File: src/rtl/mem_port_arbiter_if.sv
// Bus bundle for mem_port_arbiter: instruction port, data port and the shared 16-bit RAM.
// The arbiter uses the slave modport; the core/RAM side uses master.
interface mem_port_arbiter_if #(
    parameter int unsigned RAM_AW = 14
);
    logic              i_req;
    logic [31:0]       i_addr;
    logic              i_done;
    logic [31:0]       i_rdata;

    logic              d_req;
    logic              d_we;
    logic [31:0]       d_addr;
    logic [31:0]       d_wdata;
    logic              d_done;
    logic [31:0]       d_rdata;

    logic [RAM_AW-1:0] ram_addr;
    logic              ram_we;
    logic [15:0]       ram_wdata;
    logic [15:0]       ram_rdata;

    modport slave (
        input  i_req, i_addr,
        output i_done, i_rdata,
        input  d_req, d_we, d_addr, d_wdata,
        output d_done, d_rdata,
        output ram_addr, ram_we, ram_wdata,
        input  ram_rdata
    );

    modport master (
        output i_req, i_addr,
        input  i_done, i_rdata,
        output d_req, d_we, d_addr, d_wdata,
        input  d_done, d_rdata,
        input  ram_addr, ram_we, ram_wdata,
        output ram_rdata
    );
endinterface

File: src/rtl/mem_port_arbiter.sv
// Shares one 16-bit synchronous-read RAM between the I-fetch and D-cache ports, two beats per word.
// Define MEM_ARB_RR_EN for round-robin on contention; default is fixed D-over-I priority.
module mem_port_arbiter #(
    parameter int unsigned RAM_AW = 14
) (
    input logic              clk,
    input logic              reset_n,
    mem_port_arbiter_if.slave bus
);

    localparam int unsigned BaseW = RAM_AW - 1;

    typedef enum logic [2:0] {
        StIdle,
        StBeat0,
        StBeat1,
        StCap,
        StResp
    } state_e;

    state_e            state_q, state_d;
    logic              owner_d_q;      // 1 = data port owns the current transfer
    logic              last_owner_d_q;
    logic              we_q;
    logic [BaseW-1:0]  base_q;
    logic [31:0]       wdata_q;
    logic [15:0]       lo_q;
    logic [31:0]       i_rdata_q;
    logic [31:0]       d_rdata_q;
    logic [RAM_AW-1:0] ram_addr_hold_q;

    logic grant_i, grant_d;

    // Address bits below the word and above the RAM are deliberately ignored.
    logic unused_addr_bits;
    assign unused_addr_bits = ^{bus.i_addr[31:RAM_AW+1], bus.i_addr[1:0],
                                bus.d_addr[31:RAM_AW+1], bus.d_addr[1:0]};

    always_comb begin
        grant_i = 1'b0;
        grant_d = 1'b0;
`ifdef MEM_ARB_RR_EN
        if (bus.i_req && bus.d_req) begin
            if (last_owner_d_q) begin
                grant_i = 1'b1;
            end else begin
                grant_d = 1'b1;
            end
        end else begin
            grant_i = bus.i_req;
            grant_d = bus.d_req;
        end
`else
        grant_d = bus.d_req;
        grant_i = bus.i_req && !bus.d_req;
`endif
    end

    always_ff @(posedge clk or negedge reset_n) begin
        if (!reset_n) begin
            state_q <= StIdle;
        end else begin
            state_q <= state_d;
        end
    end

    always_comb begin
        state_d = state_q;
        unique case (state_q)
            StIdle: begin
                if (grant_i || grant_d) begin
                    state_d = StBeat0;
                end
            end
            StBeat0: state_d = StBeat1;
            StBeat1: state_d = StCap;
            StCap:   state_d = StResp;
            StResp:  state_d = StIdle;
            default: state_d = StIdle;
        endcase
    end

    always_ff @(posedge clk or negedge reset_n) begin
        if (!reset_n) begin
            owner_d_q       <= 1'b0;
            last_owner_d_q  <= 1'b1;
            we_q            <= 1'b0;
            base_q          <= '0;
            wdata_q         <= '0;
            lo_q            <= '0;
            i_rdata_q       <= '0;
            d_rdata_q       <= '0;
            ram_addr_hold_q <= '0;
        end else begin
            unique case (state_q)
                StIdle: begin
                    if (grant_i || grant_d) begin
                        owner_d_q <= grant_d;
                        we_q      <= grant_d && bus.d_we;
                        base_q    <= grant_d ? bus.d_addr[RAM_AW:2] : bus.i_addr[RAM_AW:2];
                        wdata_q   <= grant_d ? bus.d_wdata : 32'h0;
                    end
                end
                StBeat1: begin
                    ram_addr_hold_q <= {base_q, 1'b1};
                    if (!we_q) begin
                        lo_q <= bus.ram_rdata;
                    end
                end
                StCap: begin
                    // Commit the whole word at once so the owner never sees a torn value.
                    if (!we_q) begin
                        if (owner_d_q) begin
                            d_rdata_q <= {bus.ram_rdata, lo_q};
                        end else begin
                            i_rdata_q <= {bus.ram_rdata, lo_q};
                        end
                    end
                end
                StResp: begin
                    last_owner_d_q <= owner_d_q;
                end
                default: ;
            endcase
        end
    end

    always_comb begin
        bus.ram_addr  = ram_addr_hold_q;
        bus.ram_we    = 1'b0;
        bus.ram_wdata = 16'h0;
        bus.i_done    = 1'b0;
        bus.d_done    = 1'b0;
        unique case (state_q)
            StBeat0: begin
                bus.ram_addr  = {base_q, 1'b0};
                bus.ram_we    = we_q;
                bus.ram_wdata = wdata_q[15:0];
            end
            StBeat1: begin
                bus.ram_addr  = {base_q, 1'b1};
                bus.ram_we    = we_q;
                bus.ram_wdata = wdata_q[31:16];
            end
            StResp: begin
                bus.i_done = !owner_d_q;
                bus.d_done = owner_d_q;
            end
            default: ;
        endcase
    end

    assign bus.i_rdata = i_rdata_q;
    assign bus.d_rdata = d_rdata_q;

endmodule

File: src/flat_wrapper.sv
// flat-port wrapper written by rule: the top's interface ports become plain ports
module mem_port_arbiter_flat 
#(
    parameter int unsigned RAM_AW = 14
)
  (clk, reset_n, bus_i_req, bus_i_addr, bus_i_done, bus_i_rdata, bus_d_req, bus_d_we, bus_d_addr, bus_d_wdata, bus_d_done, bus_d_rdata, bus_ram_addr, bus_ram_we, bus_ram_wdata, bus_ram_rdata);
  mem_port_arbiter_if #(.RAM_AW(RAM_AW)) bus_i ();
  input logic clk;
  input logic reset_n;
  input wire logic [$bits(bus_i.i_req)-1:0] bus_i_req;
  input wire logic [$bits(bus_i.i_addr)-1:0] bus_i_addr;
  output wire logic [$bits(bus_i.i_done)-1:0] bus_i_done;
  output wire logic [$bits(bus_i.i_rdata)-1:0] bus_i_rdata;
  input wire logic [$bits(bus_i.d_req)-1:0] bus_d_req;
  input wire logic [$bits(bus_i.d_we)-1:0] bus_d_we;
  input wire logic [$bits(bus_i.d_addr)-1:0] bus_d_addr;
  input wire logic [$bits(bus_i.d_wdata)-1:0] bus_d_wdata;
  output wire logic [$bits(bus_i.d_done)-1:0] bus_d_done;
  output wire logic [$bits(bus_i.d_rdata)-1:0] bus_d_rdata;
  output wire logic [$bits(bus_i.ram_addr)-1:0] bus_ram_addr;
  output wire logic [$bits(bus_i.ram_we)-1:0] bus_ram_we;
  output wire logic [$bits(bus_i.ram_wdata)-1:0] bus_ram_wdata;
  input wire logic [$bits(bus_i.ram_rdata)-1:0] bus_ram_rdata;
  assign bus_i.i_req = bus_i_req;
  assign bus_i.i_addr = bus_i_addr;
  assign bus_i_done = bus_i.i_done;
  assign bus_i_rdata = bus_i.i_rdata;
  assign bus_i.d_req = bus_d_req;
  assign bus_i.d_we = bus_d_we;
  assign bus_i.d_addr = bus_d_addr;
  assign bus_i.d_wdata = bus_d_wdata;
  assign bus_d_done = bus_i.d_done;
  assign bus_d_rdata = bus_i.d_rdata;
  assign bus_ram_addr = bus_i.ram_addr;
  assign bus_ram_we = bus_i.ram_we;
  assign bus_ram_wdata = bus_i.ram_wdata;
  assign bus_i.ram_rdata = bus_ram_rdata;
  mem_port_arbiter #(.RAM_AW(RAM_AW)) u_core (.clk(clk), .reset_n(reset_n), .bus(bus_i));
endmodule
File: config.mk
export PLATFORM = sky130hd
export DESIGN_NAME = mem_port_arbiter_flat
export DESIGN_NICKNAME = d
export VERILOG_FILES = /design/src/rtl/mem_port_arbiter_if.sv /design/src/rtl/mem_port_arbiter.sv /design/src/flat_wrapper.sv
export SDC_FILE = /design/constraint.sdc
export NUM_CORES = 1
export LEC_CHECK = 0
export BUFFER_PORTS_ARGS = -buffer_cell sky130_fd_sc_hd__buf_4
export CAP_MARGIN = 15
export CELL_PAD_IN_SITES_DETAIL_PLACEMENT = 1
export CELL_PAD_IN_SITES_GLOBAL_PLACEMENT = 1
export CORE_MARGIN = 1
export CORE_UTILIZATION = 43
export DETAILED_ROUTE_END_ITERATION = 12
export GPL_ROUTABILITY_DRIVEN = 0
export PLACE_DENSITY = 0.86
export RECOVER_POWER = 25
export SYNTH_ARGS = -nofsm -noshare
export SYNTH_HDL_FRONTEND = slang
export SYNTH_SLANG_ARGS = --single-unit
File: constraint.sdc
create_clock -name clk -period 3.4 [get_ports clk]
set_input_delay 0.34 -clock clk [delete_from_list [all_inputs] [get_ports clk]]
set_output_delay 0.34 -clock clk [all_outputs]
set_load 0.02 [all_outputs]
==> summary.txt, run 1 <==
Outcome
  • Status: complete, but fails checks
  • Failing checks: capacitance limit, slew limit

Place
  • IO Port Bufs: 175
  • Dpl hpwl: 9490 um
  • Cells after DPL: 704

Global routing
  • Grt met2 use: 36.4%
  • Initial antenna violation count: 0
  • Largest net degree at the start of global routing: 89
  • Met3 usage: 6.99%
  • Total Routing Usage GR: 21.7%
  • Grt ovf: 0
  • Grt met1 use: 25.9%
  • Vias in the first global route: 4223
  • Layer with the highest usage: met2
  • First-pass GRT wire length: 23400 um

Synth
  • Synth top area cells: dfrtp_1 (61%), mux2_2 (19%), mux2_4 (7.6%), a22o_1 (7.2%), clkbuf_1 (0.89%)
  • Unique masters post-synth: 25
  • Cell Area, Synth: 5930 um^2
  • Seq/Total Area, Yosys: 60.8%
  • Syn_nets: 489
  • Post-synth top cells: dfrtp_1 (144), mux2_2 (100), a22o_1 (49)
  • Ys Warns: 0
  • Most frequent cell after synthesis: dfrtp_1
  • Yosys reg bits: 144
  • Syn Area/Cell: 15.9 um^2
  • Post-synth top area cell: dfrtp_1
  • EDFF count, synth: 0
  • Main synth FF type: dfrtp_1
  • Async SR Flop Fraction: 100%
  • Syn Inst Count: 372
  • Top cell type's share of synthesized area: 60.8%

Routing
  • First-pass detailed-route iteration total: 4
  • Routed wire length: 14500 um
  • Vias: 3846
  • Iteration-0 DRC Markers: 141
  • Drt drc: 0
  • Wirelength per Cell: 19.7 um
  • DR vias/cell: 5.24
  • Detail Route Antenna Nets: 0

Timing
  • RSZ-0062 raised after global routing: no
  • Crit share post-route: 70.0%
  • Setup violators final: 0
  • Setup TNS Final: 0 ns
  • Min cycle time layout: 2.38 ns
  • Smallest hold slack: 0.139 ns
  • Final Hold Fails: 0
  • Rel. slew slack: -49.2%
  • Final Slew Violations: 88
  • Clk_skew: 0.00556 ns
  • Slew @ Worst Pin: 2.24 ns
  • F_max: 420 MHz

Worst setup path
  • Max FO, Critical Path: 30
  • Arrival time at the worst endpoint: 2.04 ns
  • Setup crit start kind: flip-flop
  • Crit path required time: 3.06 ns
  • Critical Path Sink Type: primary output
  • WS Path Type: flip-flop to primary output

Clock tree
  • Clk pin slew, worst setup/hold paths: 0.06 ns
  • Htree depth: 4
  • Resized Gates After CTS: 0
  • Maximum root-to-sink buffer count: 2
  • CTS tree: built
  • Root Driver: clkbuf_16
  • Hold buffers post-CTS: 0
  • Worst-Skew Late Latency: 0.41 ns
  • # Post-CTS Setup Buffers: 0
  • Clk sinks: 144
  • CTS Buf Count: 17

Final layout
  • Proportion of layout cells with a drive suffix above 1: 62.9%
  • Post-Layout Cell Count: 734
  • # nets final: 664
  • Util after Layout: 60.0%
  • ANT cells: 0
  • Layout area overhead: 35.1%

Floorplan
  • I/O pins: 214
  • Die height: 119 um
  • Row cnt: 42
  • Initial core utilization: 44.4%
  • Die W: 119 um
  • Core Box Area: 13300 um^2
  • Die Area: 14300 um^2

Power and ir drop
  • Lkg Pwr: 3.84 nW
  • Max rail drop VDD: 0.000523 V
  • Int Power: 0.00591 W
  • Sw power: 0.00333 W
  • Cell area power density: 1150 nW/um^2
  • Switching portion of total power: 36.0%
  • Clock share of power: 20.3%
  • Combinational group share of total power: 45.6%
  • Reg power frac: 34.1%

Min path
  • Worst hold-check path type: primary input to flip-flop

Flow run
  • Total of max-cap violations: 1
[logic make-up after synthesis]
family                 Yosys count  synth area share [%]
multiplexers                   132                  27.0
buffers and inverters           27                  2.47
XOR/XNOR                         1                 0.148
AO/OA/AOI/OAI                   51                  7.45
flip-flops                     144                  60.8
AND/OR/NAND/NOR                 17                  2.17
[final cells by class]
type / count / area (um^2)
multi-input combinational: 201 / 2210
sequential: 144 / 3600
fill: 1259 / 5340
inverter: 1 / 3.75
tap: 176 / 220
timing repair buffer: 182 / 1380
clock buffer: 19 / 453
clock inverter: 11 / 140
[cell usage in the layout, fill, tap and decap left out, drive strengths merged]
cell      synthesis  final
buf              12    181
nor3b             1      1
clkbuf           14     20
inv               1      1
clkinvlp          0      4
dfrtp           144    144
o21ai             1      1
and2              2      2
a22o             49     49
a21o              1      1
nor4              1      1
nor3              5      5
xnor2             1      1
bufinv            0      3
nor2b             1      1
clkinv            0      4
nand2b            1      1
nor4b             1      1
or4b              1      1
nor2              2      2
mux2            132    132
nor4bb            1      1
or2               1      1
[through the flow]
stage | area (um^2) | power [W] | setup WS [ns]
after floorplan | 5930 | 0.00569 | 1.44
after global placement | 7420 | 0.00716 | 1.37
after detailed placement | 7420 | 0.00739 | 1.31
after CTS | 8020 | 0.00935 | 1.00
after global routing | 8010 | 0.00972 | 0.894
final | 8010 | 0.00924 | 1.02
[worst max-delay path: stages, from the launching register on]
cell	delay [ns]
dfrtp_1	0.53
nor3b_2	0.23
buf_4	0.38
or2_2	0.19
nor2b_1	0.13
buf_4	0.16
[state kept, by name (all words and copies together) (netlist names)]
register	cells
u_core.owner_d_q	1
u_core.bus.i_rdata	32
u_core.state_q	3
u_core.wdata_q	32
u_core.ram_addr_hold_q	14
u_core.lo_q	16
u_core.bus.d_rdata	32
u_core.base_q	13
u_core.we_q	1
[metal layers]
metal	wire (um)	vias to the layer above
li1	-	1709
met1	5950	1969
met2	7190	147
met3	1080	21
met4	258	0
met5	0	-
[power by group through the flow]
stage | Clock, W | Combinational (W) | Sequential (W)
6_report | 0.00188 | 0.00421 | 0.00315
5_1_grt | 0.00199 | 0.00447 | 0.00326
4_1_cts | 0.00192 | 0.00428 | 0.00315
3_5_place_dp | 0 | 0.00424 | 0.00316
3_3_place_gp | 0 | 0.00410 | 0.00306
2_1_floorplan | 0 | 0.00227 | 0.00343
[final timing paths]
| check | slack, ns | to | cells past startpoint | from |
|---|---|---|---|---|
| max in group asynchronous | 1.49 | u_core.wdata_q[4]$_DFFE_PN0P_ | 1 | reset_n |
| setup reg to reg | 1.29 | u_core.bus.d_rdata[13]$_DFFE_PN0P_ | 3 | u_core.state_q[0]$_DFFE_PN0P_ |
| min in group asynchronous | 0.58 | u_core.bus.d_rdata[20]$_DFFE_PN0P_ | 1 | reset_n |
| hold / removal | 0.14 | u_core.wdata_q[6]$_DFFE_PN0P_ | 2 | bus_d_wdata[6] |
| setup / recovery | 1.02 | bus_ram_addr[0] | 5 | u_core.state_q[1]$_DFFE_PN0P_ |
| hold reg to reg | 0.45 | u_core.ram_addr_hold_q[0]$_DFFE_PN0N_ | 1 | u_core.ram_addr_hold_q[0]$_DFFE_PN0N_ |
(Power assumes the default switching activity.)
==> inputs of run 2 (changes only) <==
- ABC_AREA: unset -> 1
- CORE_UTILIZATION: 43 -> 32
- PLACE_DENSITY: 0.86 -> 0.76
- clock period: 3.4 -> 2.16 ns (I/O delays scaled with it)
==> summary.txt, run 2 <==
Synth
  • Synth top area cells: dfrtp_1 (58%), nand2_1 (21%), o21ai_0 (6.4%), nand3_1 (3.6%), nand4_1 (3.2%)
  • Most frequent cell after synthesis: nand2_1
  • Syn Area/Cell: 8.25 um^2 (-48%)
  • Main synth FF type: dfrtp_1
  • Top cell type's share of synthesized area: 58.0% (-2.8 points)
  • Syn_nets: 870 (+78%)
  • Yosys reg bits: 144 (unchanged)
  • Syn Inst Count: 753 (+100%)
  • Post-synth top cells: nand2_1 (348), dfrtp_1 (144), o21ai_0 (79)
  • Cell Area, Synth: 6210 um^2 (+4.8%)
  • Async SR Flop Fraction: 100% (unchanged)
  • Post-synth top area cell: dfrtp_1
  • Seq/Total Area, Yosys: 58.0% (-2.8 points)
  • EDFF count, synth: 0 (unchanged)
  • Ys Warns: 0 (unchanged)
  • Unique masters post-synth: 18 (-28%)

Worst setup path
  • Critical path endpoint: bus_ram_wdata[9]
  • Max incr delay on CP: 0.45 ns (-0.08 ns)
  • FF-to-FF End: u_core.wdata_q[3]$_DFFE_PN0P_
  • Critical Path Sink Type: primary output
  • Arrival time at the worst endpoint: 1.83 ns (-0.21 ns)
  • Worst R2R Setup Slack: 0.55 ns (-0.74 ns)
  • Max FO, Critical Path: 25 (-17%)
  • Crit. Startpoint: u_core.state_q[2]$_DFFE_PN0P_
  • CP cell instances: nor2_4, nand2_1, inv_2, buf_12, nand2_1, o21ai_0, buf_4
  • Critical R2R Launch: u_core.state_q[1]$_DFFE_PN0P_
  • Setup crit start kind: flip-flop
  • Crit path required time: 1.94 ns (-1.12 ns)
  • WS Path Type: flip-flop to primary output
  • Crit-path slowest cell: dfrtp_2
  • Critical Path Most Common Cell: nand2_1
  • Cell depth of the worst flop-to-flop path: 4 (+1)

Timing
  • Rel. slew slack: 47.6% (+97 points)
  • RSZ-0062 raised after global routing: yes
  • Min cycle time layout: 2.04 ns
  • Final Hold Fails: 0 (unchanged)
  • Slew @ Worst Pin: 0.787 ns (-1.45 ns)
  • Clk_skew: 0.00846 ns (+0.00290 ns)
  • Setup TNS Final: 0 ns (unchanged)
  • Final Slew Violations: 0 (-100%)
  • Crit share post-route: 94.6%
  • F_max: 490 MHz
  • Setup violators final: 0 (unchanged)

Routing
  • Iteration-0 DRC Markers: 258 (+83%)
  • First-pass detailed-route iteration total: 4 (unchanged)
  • Routed wire length: 18300 um (+27%)
  • Wirelength per Cell: 15.3 um (-22%)
  • Drt drc: 0 (unchanged)
  • Vias: 5580 (+45%)
  • Detail Route Antenna Nets: 0 (unchanged)
  • DR vias/cell: 4.67 (-11%)

Power and ir drop
  • Final Power: 0.0136 W (+47%)
  • Cell area power density: 1620 nW/um^2 (+40%)
  • Max rail drop VDD: 0.000594 V (+13%)
  • Lkg Pwr: 4.47 nW (+16%)

Place
  • IO Port Bufs: 175 (unchanged)
  • Cells after DPL: 1161 (+65%)
  • Dpl hpwl: 12700 um (+33%)

Clock tree
  • Clk sinks: 144 (unchanged)
  • Worst-Skew Late Latency: 0.42 ns (about the same)
  • Htree depth: 4 (unchanged)
  • Root Driver: clkbuf_16
  • CTS tree: built
  • Clk pin slew, worst setup/hold paths: 0.06 ns (about the same)
  • Maximum root-to-sink buffer count: 2 (unchanged)
  • CTS Buf Count: 17 (unchanged)

Final layout
  • Commonest cells after routing, fill and taps aside: nand2_1 (346), buf_4 (195), dfrtp_1 (142)
  • # nets final: 1039 (+56%)
  • Proportion of layout cells with a drive suffix above 1: 26.0% (-37 points)
  • Post-Layout Cell Count: 1194 (+63%)
  • Commonest non-fill, non-tap cell in the layout: nand2_1
  • ANT cells: 0 (unchanged)
  • Util after Layout: 44.5% (-16 points)
  • Fill cells: 2315 (+84%)
  • Layout area overhead: 35.3% (about the same)

Min path
  • Hold depth: 3 (+1)
  • Worst hold-check path type: primary input to flip-flop

Flow run
  • Total of max-cap violations: 0 (-1)

Floorplan
  • Core Box Area: 18900 um^2 (+42%)
  • Die Area: 20000 um^2 (+40%)
  • Die height: 141 um (+18%)
  • Die W: 141 um (+18%)
  • I/O pins: 214 (unchanged)
  • Initial core utilization: 32.9% (-12 points)
  • Row cnt: 50 (+19%)

Outcome
  • Status: finished clean

Global routing
  • Total Routing Usage GR: 19.5% (-2.1 points)
  • First-pass GRT wire length: 30000 um (+28%)
  • Initial antenna violation count: 0 (unchanged)
  • Grt ovf: 0 (unchanged)
  • Vias in the first global route: 5727 (+36%)
  • Largest net degree at the start of global routing: 82 (-7.9%)
-- run 2: cell types whose count changed in the layout (fill, tap and decap cells not counted), sizes merged, moves of 5 or more --
cell / delta
nand4: +32
nor3: -5
nor2: +5
nand3: +46
o21ai: +82
inv: +41
buf: +17
mux2: -132
nand2: +348
a22o: -49
-- run 2: logic make-up after synthesis --
| logic type | Yosys count | share of synthesized area [%] |
|---|---|---|
| AOI/OAI and AO/OA | 85 | 7.11 |
| buffers and inverters | 91 | 6.34 |
| and+or+nand+nor | 433 | 28.6 |
| DFF | 144 | 58.0 |
-- run 2: worst max-delay path: cells and delay by family, from the launching register on --
family,cells,cell delay (ns)
flops,1,0.45
simple gates,3,0.36
compound gates,1,0.11
buf+inv,3,0.47
-- run 2: routing by layer --
layer / vias up / track usage [%] / part of all wire [%]
li1: 2729 / - / -
met3: 21 / 5.91 / 6.2
met1: 2683 / 23.9 / 43
met2: 147 / 32.3 / 49
met5: - / 0 / 0
met4: 0 / 7.72 / 1.8
-- run 2: how the worst min path moves through the flow --
stage	startpoint	end	slack (ns)
floorplan	reset_n	u_core.base_q[0]$_DFFE_PN0P_	-0.08
global placement	reset_n	u_core.bus.i_rdata[9]$_DFFE_PN0P_	0.12
detailed placement	reset_n	u_core.bus.d_rdata[7]$_DFFE_PN0P_	0.12
CTS	bus_ram_rdata[4]	u_core.bus.d_rdata[20]$_DFFE_PN0P_	0.04
global route	bus_ram_rdata[7]	u_core.bus.d_rdata[23]$_DFFE_PN0P_	0.05
finish	bus_ram_rdata[4]	u_core.bus.d_rdata[20]$_DFFE_PN0P_	0.06
-- run 2: layout make-up --
cell class / count / area, um^2 / area share [%]
Sequential cell: 144 / 3610 / 42.9
Clock inverter: 10 / 88.8 / 1.06
Timing Repair Buffer: 200 / 1520 / 18.1
Tap cell: 260 / 325 / 3.87
Inverter: 41 / 154 / 1.83
Multi-Input combinational cell: 518 / 2260 / 26.9
Clock buffer: 21 / 450 / 5.36
-- run 2: report_power, final --
group	internal (W)	total (W)	leakage, nW	switching [W]
clock	0.00160	0.00272	0.267	0.00112
combinational	0.00227	0.00613	2.39	0.00386
sequential	0.00392	0.00476	1.81	0.000841
total	0.00780	0.0136	4.47	0.00581
-- run 2: what timing repair did --
item                                    CTS  global route
hold buffers                              1             0
resized for setup                         7             4
endpoints found under the setup margin   30            26
endpoints found under the hold margin    29             0
buffers inserted                          0             1
-- run 2: through the flow --
stage	area (um^2)	setup slack (ns)	hold WS [ns]
final	8410	0.117	0.0613
after global routing	8410	-0.00440	0.0545
after CTS	8400	0.0192	0.0430
after detailed placement	7820	0.204	0.119
after global placement	7820	0.261	0.118
after floorplan	6210	0.626	-0.0796
==> inputs of run 3 (changes only) <==
- RECOVER_POWER: 25 -> unset
==> summary.txt, run 3 (same netlist as run 2, synthesis figures left out) <==
Final layout
  • Fill cells: 2313 (-0.086%)
  • ANT cells: 0 (unchanged)
  • Layout area overhead: 35.5%
  • Proportion of layout cells with a drive suffix above 1: 26.0% (unchanged)
  • Commonest cells after routing, fill and taps aside: nand2_1 (346), buf_4 (195), dfrtp_1 (142)
  • Area of the multi-input gates: 2260 um^2 (unchanged)
  • Commonest non-fill, non-tap cell in the layout: nand2_1
  • Post-Layout Cell Count: 1194 (unchanged)
  • Final Cell Area: 8420 um^2 (+0.15%)
  • Seq. cell area: 3610 um^2 (unchanged)
  • # nets final: 1039 (unchanged)
  • Util after Layout: 44.6% (+0.066 points)

Power and ir drop
  • Final Power: 0.0136 W (about the same)
  • Combinational group share of total power: 45.1% (about the same)
  • Max rail drop VDD: 0.000594 V (about the same)
  • Cell area power density: 1620 nW/um^2 (-0.14%)
  • Sw power: 0.00581 W (about the same)
  • Switching portion of total power: 42.7% (about the same)
  • Int Power: 0.00780 W (about the same)
  • Lkg Pwr: 4.47 nW (+0.11%)
  • Reg power frac: 35.0% (about the same)
  • Clock share of power: 20.0% (about the same)

Routing
  • Drt drc: 0 (unchanged)
  • Routed wire length: 18300 um (about the same)
  • DR vias/cell: 4.66 (-0.27%)
  • Wirelength per Cell: 15.3 um (about the same)
  • Detail Route Antenna Nets: 0 (unchanged)
  • Iteration-0 DRC Markers: 270 (+4.7%)
  • First-pass detailed-route iteration total: 4 (unchanged)
  • Vias: 5565 (-0.27%)

Worst setup path
  • Max FO, Critical Path: 21 (-16%)
  • Crit path required time: 1.94 ns (about the same)
  • CP bufs+invs: 3 (unchanged)
  • CP cell instances: inv_2, nand3_4, buf_6, o21ai_0, buf_4
  • Critical Path Sink Type: primary output
  • Arrival time at the worst endpoint: 1.83 ns (about the same)
  • Setup crit start kind: flip-flop
  • Critical path's top delay family: buffers and inverters
  • WS Path Type: flip-flop to primary output
  • Crit-path slowest cell: dfrtp_1
  • Max incr delay on CP: 0.45 ns (about the same)

Timing
  • Setup violators final: 0 (unchanged)
  • Crit share post-route: 94.7% (+0.14 points)
  • Slew @ Worst Pin: 0.734 ns (-0.0524 ns)
  • Rel. slew slack: 51.0% (+3.5 points)
  • RSZ-0062 raised after global routing: yes
  • Final Slew Violations: 0 (unchanged)
  • Min cycle time layout: 2.05 ns (+0.00310 ns)
  • Clk_skew: 0.00787 ns (-0.000592 ns)
  • F_max: 489 MHz (-0.15%)
  • Final Hold Fails: 0 (unchanged)
  • Smallest hold slack: 0.0613 ns (+0.0000262 ns)

Global routing
  • Vias in the first global route: 5727 (unchanged)
  • First-pass GRT wire length: 30000 um (unchanged)
  • Initial antenna violation count: 0 (unchanged)
  • Total Routing Usage GR: 19.5% (unchanged)
  • Grt ovf: 0 (unchanged)
  • Largest net degree at the start of global routing: 82 (unchanged)

Flow run
  • Total of max-cap violations: 0 (unchanged)

Outcome
  • Status: finished clean

Clock tree
  • Clk sinks: 144 (unchanged)
  • CTS Buf Count: 17 (unchanged)
  • Worst-Skew Late Latency: 0.42 ns (about the same)
  • Root Driver: clkbuf_16
  • CTS tree: built
  • Maximum root-to-sink buffer count: 2 (unchanged)
  • Clk pin slew, worst setup/hold paths: 0.06 ns (about the same)
  • Htree depth: 4 (unchanged)

Floorplan
  • Die height: 141 um (unchanged)
  • Die Area: 20000 um^2 (unchanged)
  • Core Box Area: 18900 um^2 (unchanged)
  • Initial core utilization: 32.9% (unchanged)
  • Row cnt: 50 (unchanged)
  • Die W: 141 um (unchanged)
  • I/O pins: 214 (unchanged)

Place
  • Dpl cell area: 7820 um^2 (unchanged)
  • IO Port Bufs: 175 (unchanged)
  • Dpl hpwl: 12700 um (unchanged)
  • Cells after DPL: 1161 (unchanged)

Min path
  • Worst hold-check path type: primary input to flip-flop
run 3: cell types whose count changed in the layout (fill, tap and decap cells not counted):
| cell | delta |
|---|---|
| buf_12 | +1 |
| clkbuf_4 | -1 |
run 3: metrics by stage:
step	setup slack, ns	TNS [ns]
2_1_floorplan	0.626	0
3_3_place_gp	0.261	0
3_5_place_dp	0.204	0
4_1_cts	0.0192	0
5_1_grt	-0.00440	-0.00440
6_report	0.114	0
run 3: power by group through the flow:
stage / clock, W / sequential, W / combinational [W]
2_1_floorplan: 0 / 0.00526 / 0.00290
3_3_place_gp: 0 / 0.00473 / 0.00595
3_5_place_dp: 0 / 0.00478 / 0.00614
4_1_cts: 0.00279 / 0.00477 / 0.00622
5_1_grt: 0.00288 / 0.00490 / 0.00680
6_report: 0.00272 / 0.00476 / 0.00613
run 3: final cells by class:
cell class / instances / area share, %
inverter: 41 / 1.83
sequential: 144 / 42.8
multi-input combinational: 518 / 26.8
tap: 260 / 3.86
timing repair buffer: 200 / 18.2
clock inverter: 10 / 1.06
clock buffer: 21 / 5.35
run 3: layer usage:
layer	vias up	part of all wire, %	routed length, um	GRT usage (%)
met5	-	0	0	0
li1	2728	-	-	-
met4	0	1.8	329	7.72
met2	147	49	8910	32.3
met3	21	6.2	1140	5.91
met1	2669	43	7950	23.9
run 3: worst reg2reg max path: stages, from the launching register on:
cell and delay [ns]:
dfrtp_1 0.46, inv_2 0.10, nand3_2 0.09, buf_4 0.57, o21ai_0 0.24
run 3: worst paths after layout:
path | from | end | slack, ns | cells past startpoint
max | u_core.state_q[1]$_DFFE_PN0P_ | bus_ram_wdata[14] | 0.11 | 5
min | bus_ram_rdata[4] | u_core.bus.d_rdata[20]$_DFFE_PN0P_ | 0.06 | 3
max reg2reg | u_core.state_q[1]$_DFFE_PN0P_ | u_core.wdata_q[3]$_DFFE_PN0P_ | 0.55 | 4
min reg2reg | u_core.ram_addr_hold_q[0]$_DFFE_PN0N_ | u_core.ram_addr_hold_q[0]$_DFFE_PN0N_ | 0.46 | 2
max in group asynchronous | reset_n | u_core.wdata_q[1]$_DFFE_PN0P_ | 1.17 | 3
min in group asynchronous | reset_n | u_core.bus.d_rdata[7]$_DFFE_PN0P_ | 0.24 | 2
run 3: repair_timing:
item / CTS / global route
setup endpoints to repair: 30 / 26
gates resized for setup: 7 / 4
cloned: 0 / 0
hold endpoints to repair: 29 / 0
hold buffers: 1 / 0
buffers inserted: 0 / 1
